## config.mk

```make
export PLATFORM = sky130hd
export DESIGN_NAME = prbs_sat_cnt
export DESIGN_NICKNAME = d
export VERILOG_FILES = /design/src/rtl/prbs_sat_cnt.sv
export SDC_FILE = /design/constraint.sdc
export NUM_CORES = 1
export LEC_CHECK = 0
export CORE_MARGIN = 2
export CORE_UTILIZATION = 35
export CTS_CLUSTER_SIZE = 30
export DETAILED_ROUTE_END_ITERATION = 6
export HOLD_SLACK_MARGIN = 0.05
export PLACE_DENSITY = 0.58
export SLEW_MARGIN = 20
export SYNTH_ARGS = -nofsm -noshare
export SYNTH_HDL_FRONTEND = slang
export SYNTH_SLANG_ARGS = --single-unit
export TNS_END_PERCENT = 20
```

## constraint.sdc

```tcl
create_clock -name clk -period 3 [get_ports clk]
set_input_delay 0.9 -clock clk [delete_from_list [all_inputs] [get_ports clk]]
set_output_delay 0.9 -clock clk [all_outputs]
set_load 0.01 [all_outputs]
```

## src/rtl/prbs_sat_cnt.sv

```systemverilog
// Saturating event counter with synchronous clear; a clear that coincides
// with an increment leaves the count at 1.
module prbs_sat_cnt #(
   parameter int WIDTH = 16
) (
   input  logic             clk,
   input  logic             rst,
   input  logic             inc,
   input  logic             clr,
   output logic [WIDTH-1:0] cnt
);

   function automatic logic [WIDTH-1:0] sat_inc(input logic [WIDTH-1:0] v);
      return (&v) ? v : v + 1'b1;
   endfunction

   always_ff @(posedge clk) begin
      if (rst) begin
         cnt <= '0;
      end else if (clr) begin
         cnt <= {{(WIDTH-1){1'b0}}, inc};
      end else if (inc) begin
         cnt <= sat_inc(cnt);
      end
   end

endmodule

```

=== After elaboration in Yosys (flattened, before gate mapping) ===
Index checks and enable logic that the tools add are counted.

* Add/subtract/negate cells: 1
* Muxes and demuxes: 3
* Magnitude comparators: 0
* $mul: 0
* Shift-type cells: 0
* Divide/modulo/power cells: 0
* Reduce and logical (&&, ||, !) cells: 5
* Bitwise gates (word level): 1
* Equal/unequal tests: 1

{| class="wikitable"
|+ Operator list
! cell !! count
|-
| 16-bit by 1-bit adder with 16-bit output (second input constant) || 1
|-
| 16-bit AND reduction || 1
|-
| 2-bit AND reduction || 2
|-
| 1-bit 2-to-1 mux || 3
|-
| 2-bit inequality test (second input constant) || 1
|-
| 2-bit nonzero test || 1
|-
| 2-bit OR reduction || 1
|-
| 1-bit NOT || 1
|}

* Logic and storage cells: 13
* Latch bits: 0
* Output and inout bits: 16
* Memory bits (read-only): 0
* Flip-flop bits (word level): 16
* Bits of input ports: 4
* Bits in writable memories: 0
* Memories: 0

=== Depth between registers and ports, before layout ===
Gate-level depths: netlist of the first run.

* Depth after elaboration: 4
* Gate-level depth with buffers: 7
* Depth with buffers taken out: 5

=== Worst setup path after synthesis of the first run ===
No wires, ideal clock.

* Kind: register -> register
* Start: register cnt[0]
* End: register cnt[1]
* Data arrival time: 1.690 ns
* Setup slack: 1.182 ns
* Data required time: 2.872 ns
* Setup time: 0.128 ns
* Period minus slack after synthesis: 1.818 ns
* Stages on the path, launching flop included: 8
* Buffers on the path: 2
* Cells stage by stage: dfxtp_1 -> ha_1 -> nand4_1 -> o41ai_2 -> buf_6 -> buf_12 -> mux2i_1 -> nor2_1

* Longest elaborated chain between the ends: 3
* Elaborated cells between the ends (all ways): 4
* Classes of those cells: add/sub (1); bitwise (1); reduce/logical (2)

{| class="wikitable"
|+ RTL lines
! what !! line !! source
|-
| start, declared || 10 || <nowiki>output logic [WIDTH-1:0] cnt</nowiki>
|-
| start signal, assigned || 21 || <nowiki>cnt <= {{(WIDTH-1){1'b0}}, inc};</nowiki>
|-
| start signal, assigned || 23 || <nowiki>cnt <= sat_inc(cnt);</nowiki>
|-
| parallel branches: the longest is 3 deep, another holds 16-bit by 1-bit adder with 16-bit output || -- ||
|}

Parallel ways; which one is timed is not known.
A chain may end at the register's enable or synchronous reset.

=== Worst setup path in the final report of the first run ===
* Start: register cnt[8]
* End: output cnt[8]

No word-level cell between the ends.

==> results of run 1 <==
==> path summary, 6_finish.rpt <==
path                start  endpoint  slack (ns)  cells after the start
setup / recovery   cnt[8]    cnt[8]        0.74                      1
setup reg to reg   cnt[0]    cnt[1]        0.75                      6
hold reg to reg   cnt[15]   cnt[15]        0.52                      2
hold / removal    cnt[15]   cnt[15]        0.52                      2
==> metrics by stage <==
stage,hold WS [ns],instances,setup slack (ns)
6_report,0.523,144,0.736
5_1_grt,0.573,144,0.494
4_1_cts,0.524,144,0.710
3_5_place_dp,0.506,140,0.509
3_3_place_gp,0.487,140,0.536
2_1_floorplan,0.508,96,1.18
==> per-layer routing <==
metal	GRT usage [%]	vias up	routed length [um]
met2	23.8	16	807
li1	-	409	-
met5	0	-	0
met3	3.39	4	68
met1	20.7	364	910
met4	8.97	0	43
==> area by class of cell <==
type,count,share of cell area (%)
clock buffers,4,3.39
inverters,3,1.05
multi-input cells,73,43.9
flip-flops and latches,16,29.9
well taps,28,3.27
repair buffers,20,18.5
==> synthesized netlist by cell type (all sizes together) <==
cell type | count | area, um2
or2 | 1 | 6.26
inv | 3 | 11.3
and2 | 1 | 6.26
o2111ai | 1 | 8.76
and4 | 2 | 18.8
xor2 | 1 | 8.76
or4 | 3 | 23.8
o211ai | 1 | 7.51
dfxtp | 16 | 320
nor2 | 3 | 11.3
o21ai | 9 | 45.0
or3 | 10 | 70.1
ha | 1 | 12.5
a21bo | 1 | 10.0
buf | 3 | 35.0
nor3b | 1 | 7.51
nand4 | 5 | 37.5
nand3 | 6 | 30.0
mux2i | 2 | 20.0
and3 | 2 | 13.8
o41ai | 2 | 25.0
a21oi | 13 | 65.1
nand2 | 5 | 18.8
o31ai | 3 | 22.5
clkbuf | 1 | 3.75
==> logic make-up (layout without fill, tap and decap cells) <==
| group | Yosys count | count (layout) |
|---|---|---|
| AO/OA/AOI/OAI | 30 | 30 |
| XOR/XNOR | 1 | 1 |
| adder cells (fa/ha/maj) | 1 | 1 |
| buffers and inverters | 7 | 27 |
| flip-flops | 16 | 16 |
| multiplexers | 2 | 2 |
| AND/OR/NAND/NOR | 39 | 39 |
==> power by group <==
part	switching (mW)	internal, mW	leakage (nW)
Clock	0.0727	0.0740	0.0210
Combinational	0.0118	0.0112	0.179
Sequential	0.00218	0.214	0.129
==> layout by cell type, fill, tap and decap left out, types with 2 or more instances in the layout <==
cell type | synthesis | layout
o31ai_1 | 3 | 3
clkbuf_4 | 0 | 3
nand4_1 | 4 | 4
clkdlybuf4s50_1 | 0 | 19
or3_2 | 6 | 6
nand2_1 | 5 | 5
o21ai_0 | 9 | 9
a21oi_1 | 13 | 13
dfxtp_1 | 16 | 16
or4_1 | 2 | 2
mux2i_1 | 2 | 2
or3_1 | 4 | 4
nor2_1 | 3 | 3
nand3_1 | 6 | 6
inv_1 | 3 | 3
==> key figures, run 1 <==
Route
  • Pre-antenna DRT Iters: 4
  • Vias/cell: between 5 and 6
  • Drt total wl: 1830 um
  • Via count: approximately 790
  • Drt wl/cell: 12.7 um
  • Residual DRC count: 0
  • Antenna viol nets, final: 0
  • Drt initial violations: 13

Synthesis
  • XOR/XNOR Fraction of Synth Area: under 10%
  • Synth Area in Simple Gates: approximately 29%
  • Synth Register Bits: 16
  • Largest family of logic cells by synthesized area: simple AND/OR/NAND/NOR gates
  • Unique cell type count in the Yosys netlist: 33
  • Yosys warns: 0
  • Syn Area/Cell: 8.75 um2
  • Synth Area in Adders: 1.49%
  • Synth Area in Compound Gates: a little over a fifth
  • Syn nets: about 100
  • Multiplexer share of the synthesized area: approximately 2.4%
  • Post-Syn Area: about 840 um2
  • Synth Instances: 96
  • Register area share after synthesis: roughly two fifths

Power
  • Worst vdd ir: 0.166 mV
  • Pwr dens: approximately 360 nW/um2
  • P_leak: 0.329 nW
  • Tot Pwr: between 0.3 and 0.4 mW

STA
  • Slew HR: 45.8%
  • Crit share post-route: about 75%
  • Total negative slack: 0 ns
  • Slew @ Worst Pin: between 0.8 and 0.9 ns
  • Final setup vio count: 0
  • Clock skew: 0.00751 ns
  • Max Clk Rate: about 440 MHz
  • Fin crit period: approximately 2.3 ns
  • RSZ-0062 raised after global routing: no
  • Final hold vios: 0
  • Slew Viols, Final: 0

Cells and area
  • Layout area overhead: 27.4%
  • Largest register by flop count: cnt
  • Filler cells: ~230
  • Flip-flop count of the largest register after layout: 16
  • ANT cells: 0
  • Fin nets: about 120
  • Biggest regs: cnt: 16 flops
  • Final instance area: 1070 um2
  • Core Util, Final: 47.9%
  • Multi-input combinational cell area: roughly 470 um2
  • Share of layout cells above drive strength 1: approximately 16%
  • FF+latch area: 320 um2

Global routing
  • Grt total ovfl: 0
  • Total GRT Usage: roughly 16%
  • Vias in the first global route: approximately 750
  • First-pass GRT wire length: ~3200 um
  • Initial antenna violation count: 0
  • Largest net degree at the start of global routing: 15

Setup path
  • CP arrival: roughly 1.4 ns
  • Critical Path End Type: output pin
  • Critical Path Fanout Max: 6
  • CP max stage cell: clkdlybuf4s50_1
  • CP max stage delay: between 0.5 and 0.6 ns
  • Top delay family on crit path: buffers and inverters
  • CP bufs+invs: 1
  • WS Path Type: flop to output pin
  • Startpoint Class: flop
  • CP cell instances: clkdlybuf4s50_1
  • Critical Path RT: 2.10 ns

Job
  • MaxCap Viol Count: 0

CTS
  • Num CTS Buffers: 3
  • CTS Buffer Depth: 2
  • Post-CTS sizing: 0
  • Root Buffer: clkbuf_4
  • H-tree lvl count: 1
  • CTS tree: yes
  • Insertion delay of the later-clocked pin in the worst-skew pair: 0.29 ns
  • Clk slew on worst S/H paths: approximately 0.10 ns
  • Post-CTS setup buffers: 0
  • Hold Buf Count CTS: 0
  • Clk sinks: 16

Outcome
  • Status: finished, final reports clean

Die
  • Die ar.: roughly 2800 um2
  • I/O pin count: 20
  • Initial core utilization: a little under two fifths
  • Die Span Y: 53.0 um
  • Core area: between 2000 and 2500 um2
  • Number of core rows: 17
  • Die width: 53.0 um

Placed design
  • DP HPWL: roughly 1300 um
  • Placed Area: between 1000 and 1500 um2
  • # port buffers: 19
  • Final RePlAce weighted congestion: 0.729

Worst hold path
  • Worst hold path type: flop to flop
Note: power is estimated with default switching activity, not from simulation.
==> run 2: changes to the inputs <==
--- a/config.mk
+++ b/config.mk
@@ -10,7 +10,7 @@
 export CTS_CLUSTER_SIZE = 30
 export DETAILED_ROUTE_END_ITERATION = 6
 export HOLD_SLACK_MARGIN = 0.05
-export PLACE_DENSITY = 0.58
+export PLACE_DENSITY = 0.6
 export SLEW_MARGIN = 20
 export SYNTH_ARGS = -nofsm -noshare
 export SYNTH_HDL_FRONTEND = slang
==> constraint.sdc (replaced) <==
create_clock -name clk -period 1.8 [get_ports clk]
set_input_delay 0.54 -clock clk [delete_from_list [all_inputs] [get_ports clk]]
set_output_delay 0.54 -clock clk [all_outputs]
set_load 0.01 [all_outputs]
==> key figures, run 2 (same netlist as run 1, synthesis figures left out) <==
Global routing
  • Total GRT Usage: 16.9% (+1.1 points)
  • Largest net degree at the start of global routing: 15 (unchanged)
  • First-pass GRT wire length: 3500 um (+8.8%)
  • Grt total ovfl: 0 (unchanged)
  • Vias in the first global route: 840 (+12%)
  • Initial antenna violation count: 0 (unchanged)

Setup path
  • Setup crit start: cnt[0]
  • Critical Path End Type: flop
  • Critical Path Fanout Max: 14 (+8)
  • Internal reg-to-reg setup slack: 0.02 ns (-0.73 ns)
  • WS Path Type: flop to flop
  • CP arrival: 2.00 ns (+0.64 ns)
  • Worst R2R End: cnt[7]
  • R2R Path Start: cnt[0]
  • Worst setup endpoint: cnt[7]
  • R2r worst-path depth: 6 (unchanged)
  • Critical Path RT: 2.02 ns (-0.08 ns)
  • Startpoint Class: flop

Outcome
  • Status: finished, final reports clean

Cells and area
  • Flip-flop count of the largest register after layout: 16 (unchanged)
  • ANT cells: 0 (unchanged)
  • Biggest regs: cnt: 16 flops
  • Core Util, Final: 54.7% (+6.8 points)
  • Leading cell type in the layout, fill and taps excluded: buf_4
  • Final Non-Filler Cells: 162 (+13%)
  • Final instance area: 1220 um2 (+14%)
  • Layout area overhead: 45.6%
  • Fin nets: 141 (+16%)
  • Commonest non-fill, non-tap cells in the layout: buf_4, dlygate4sd2_1, a21oi_1, dfxtp_1, o21ai_0
  • Filler cells: 232 (+2.2%)
  • Share of layout cells above drive strength 1: 31.3% (+16 points)
  • Largest register by flop count: cnt

CTS
  • Clk slew on worst S/H paths: 0.09 ns (about the same)
  • Num CTS Buffers: 3 (unchanged)
  • Post-CTS setup buffers: 0 (unchanged)
  • CTS tree: yes
  • Clk sinks: 16 (unchanged)
  • Hold Buf Count CTS: 0 (unchanged)
  • Root Buffer: clkbuf_4
  • Insertion delay of the later-clocked pin in the worst-skew pair: 0.28 ns (about the same)
  • H-tree lvl count: 1 (unchanged)
  • CTS Buffer Depth: 2 (unchanged)

Die
  • Die ar.: 2810 um2 (unchanged)
  • Die Span Y: 53.0 um (unchanged)
  • Die width: 53.0 um (unchanged)
  • Initial core utilization: 37.6% (unchanged)
  • I/O pin count: 20 (unchanged)
  • Number of core rows: 17 (unchanged)
  • Core area: 2230 um2 (unchanged)

Placed design
  • # port buffers: 19 (unchanged)
  • DP HPWL: 1550 um (+17%)
  • Placed cells: 159 (+14%)
  • Final RePlAce weighted congestion: 0.832 (+14%)
  • Pre-CTS setup slack: -0.327 ns (-0.836 ns)
  • Placed Area: 1190 um2 (+15%)

STA
  • Slew HR: 74.7% (+29 points)
  • Clock skew: 0.00366 ns (-0.00385 ns)
  • Slew @ Worst Pin: 0.379 ns (-0.425 ns)
  • Final setup vio count: 0 (unchanged)
  • Final setup margin: 0.0211 ns (-0.715 ns)
  • Slew Viols, Final: 0 (unchanged)
  • Total negative slack: 0 ns (unchanged)
  • RSZ-0062 raised after global routing: yes
  • Max Clk Rate: 562 MHz
  • Crit share post-route: 98.8%
  • Fin crit period: around 1.8 ns
  • Final hold vios: 0 (unchanged)

Route
  • Drt wl/cell: 12.8 um (+0.46%)
  • Drt initial violations: 26 (+13)
  • Antenna viol nets, final: 0 (unchanged)
  • Pre-antenna DRT Iters: 4 (unchanged)
  • Vias/cell: 5.43 (-1.4%)
  • Drt total wl: 2070 um (+13%)
  • Via count: 880 (+11%)
  • Residual DRC count: 0 (unchanged)

Power
  • Pwr dens: 486 nW/um2 (+35%)
  • Worst vdd ir: 0.338 mV (+100%)
  • P_leak: 0.519 nW (+58%)

Worst hold path
  • Worst hold path type: flop to flop

Job
  • MaxCap Viol Count: 0 (unchanged)
-- run 2: layout make-up --
type	count	area [um2]	share of cell area [%]
clock buffer	3	22.5	1.84
inverter	3	11.3	0.921
multi-input combinational	73	490	40.1
sequential	16	325	26.6
tap	28	35.0	2.87
timing repair buffer	39	338	27.6
-- run 2: through the flow --
step                total power, mW  hold WS [ns]
floorplan                     0.395         0.508
global placement              0.417         0.488
detailed placement            0.418         0.504
CTS                           0.597         0.520
global route                  0.619         0.542
finish                        0.595         0.512
-- run 2: power breakdown --
group	internal, mW	leakage (nW)	switching [mW]	total [mW]
Clock	0.0775	0.0138	0.108	0.186
Combinational	0.0262	0.375	0.0254	0.0516
Sequential	0.356	0.131	0.00129	0.357
Total	0.460	0.519	0.135	0.595
-- run 2: what timing repair did --
action / in CTS / in global routing
pin swaps: 0 / 3
resized for setup: 17 / 5
endpoints found under the setup margin: 16 / 4
-- run 2: metal layers --
metal | vias up | GRT usage [%] | share of wire, %
li1 | 445 | - | -
met1 | 415 | 21.4 | 47
met2 | 18 | 28.7 | 49
met3 | 2 | 2.54 | 3.2
met4 | 0 | 6.41 | 0.82
met5 | - | 0 | 0
-- run 2: worst min path at each step --
stage,startpoint,end,cells after the start
after floorplan,cnt[15],cnt[15],2
after global placement,cnt[15],cnt[15],2
after detailed placement,cnt[15],cnt[15],2
after CTS,cnt[15],cnt[15],2
after global routing,cnt[3],cnt[3],2
final,cnt[15],cnt[15],2
-- run 2: critical path, cell delays in order, from the launching register on --
cell and delay (ns):
dfxtp_2 0.33, ha_1 0.21, nand4_1 0.16, o41ai_4 0.10, buf_12 0.15, or4_2 0.62
a21oi_2 0.14
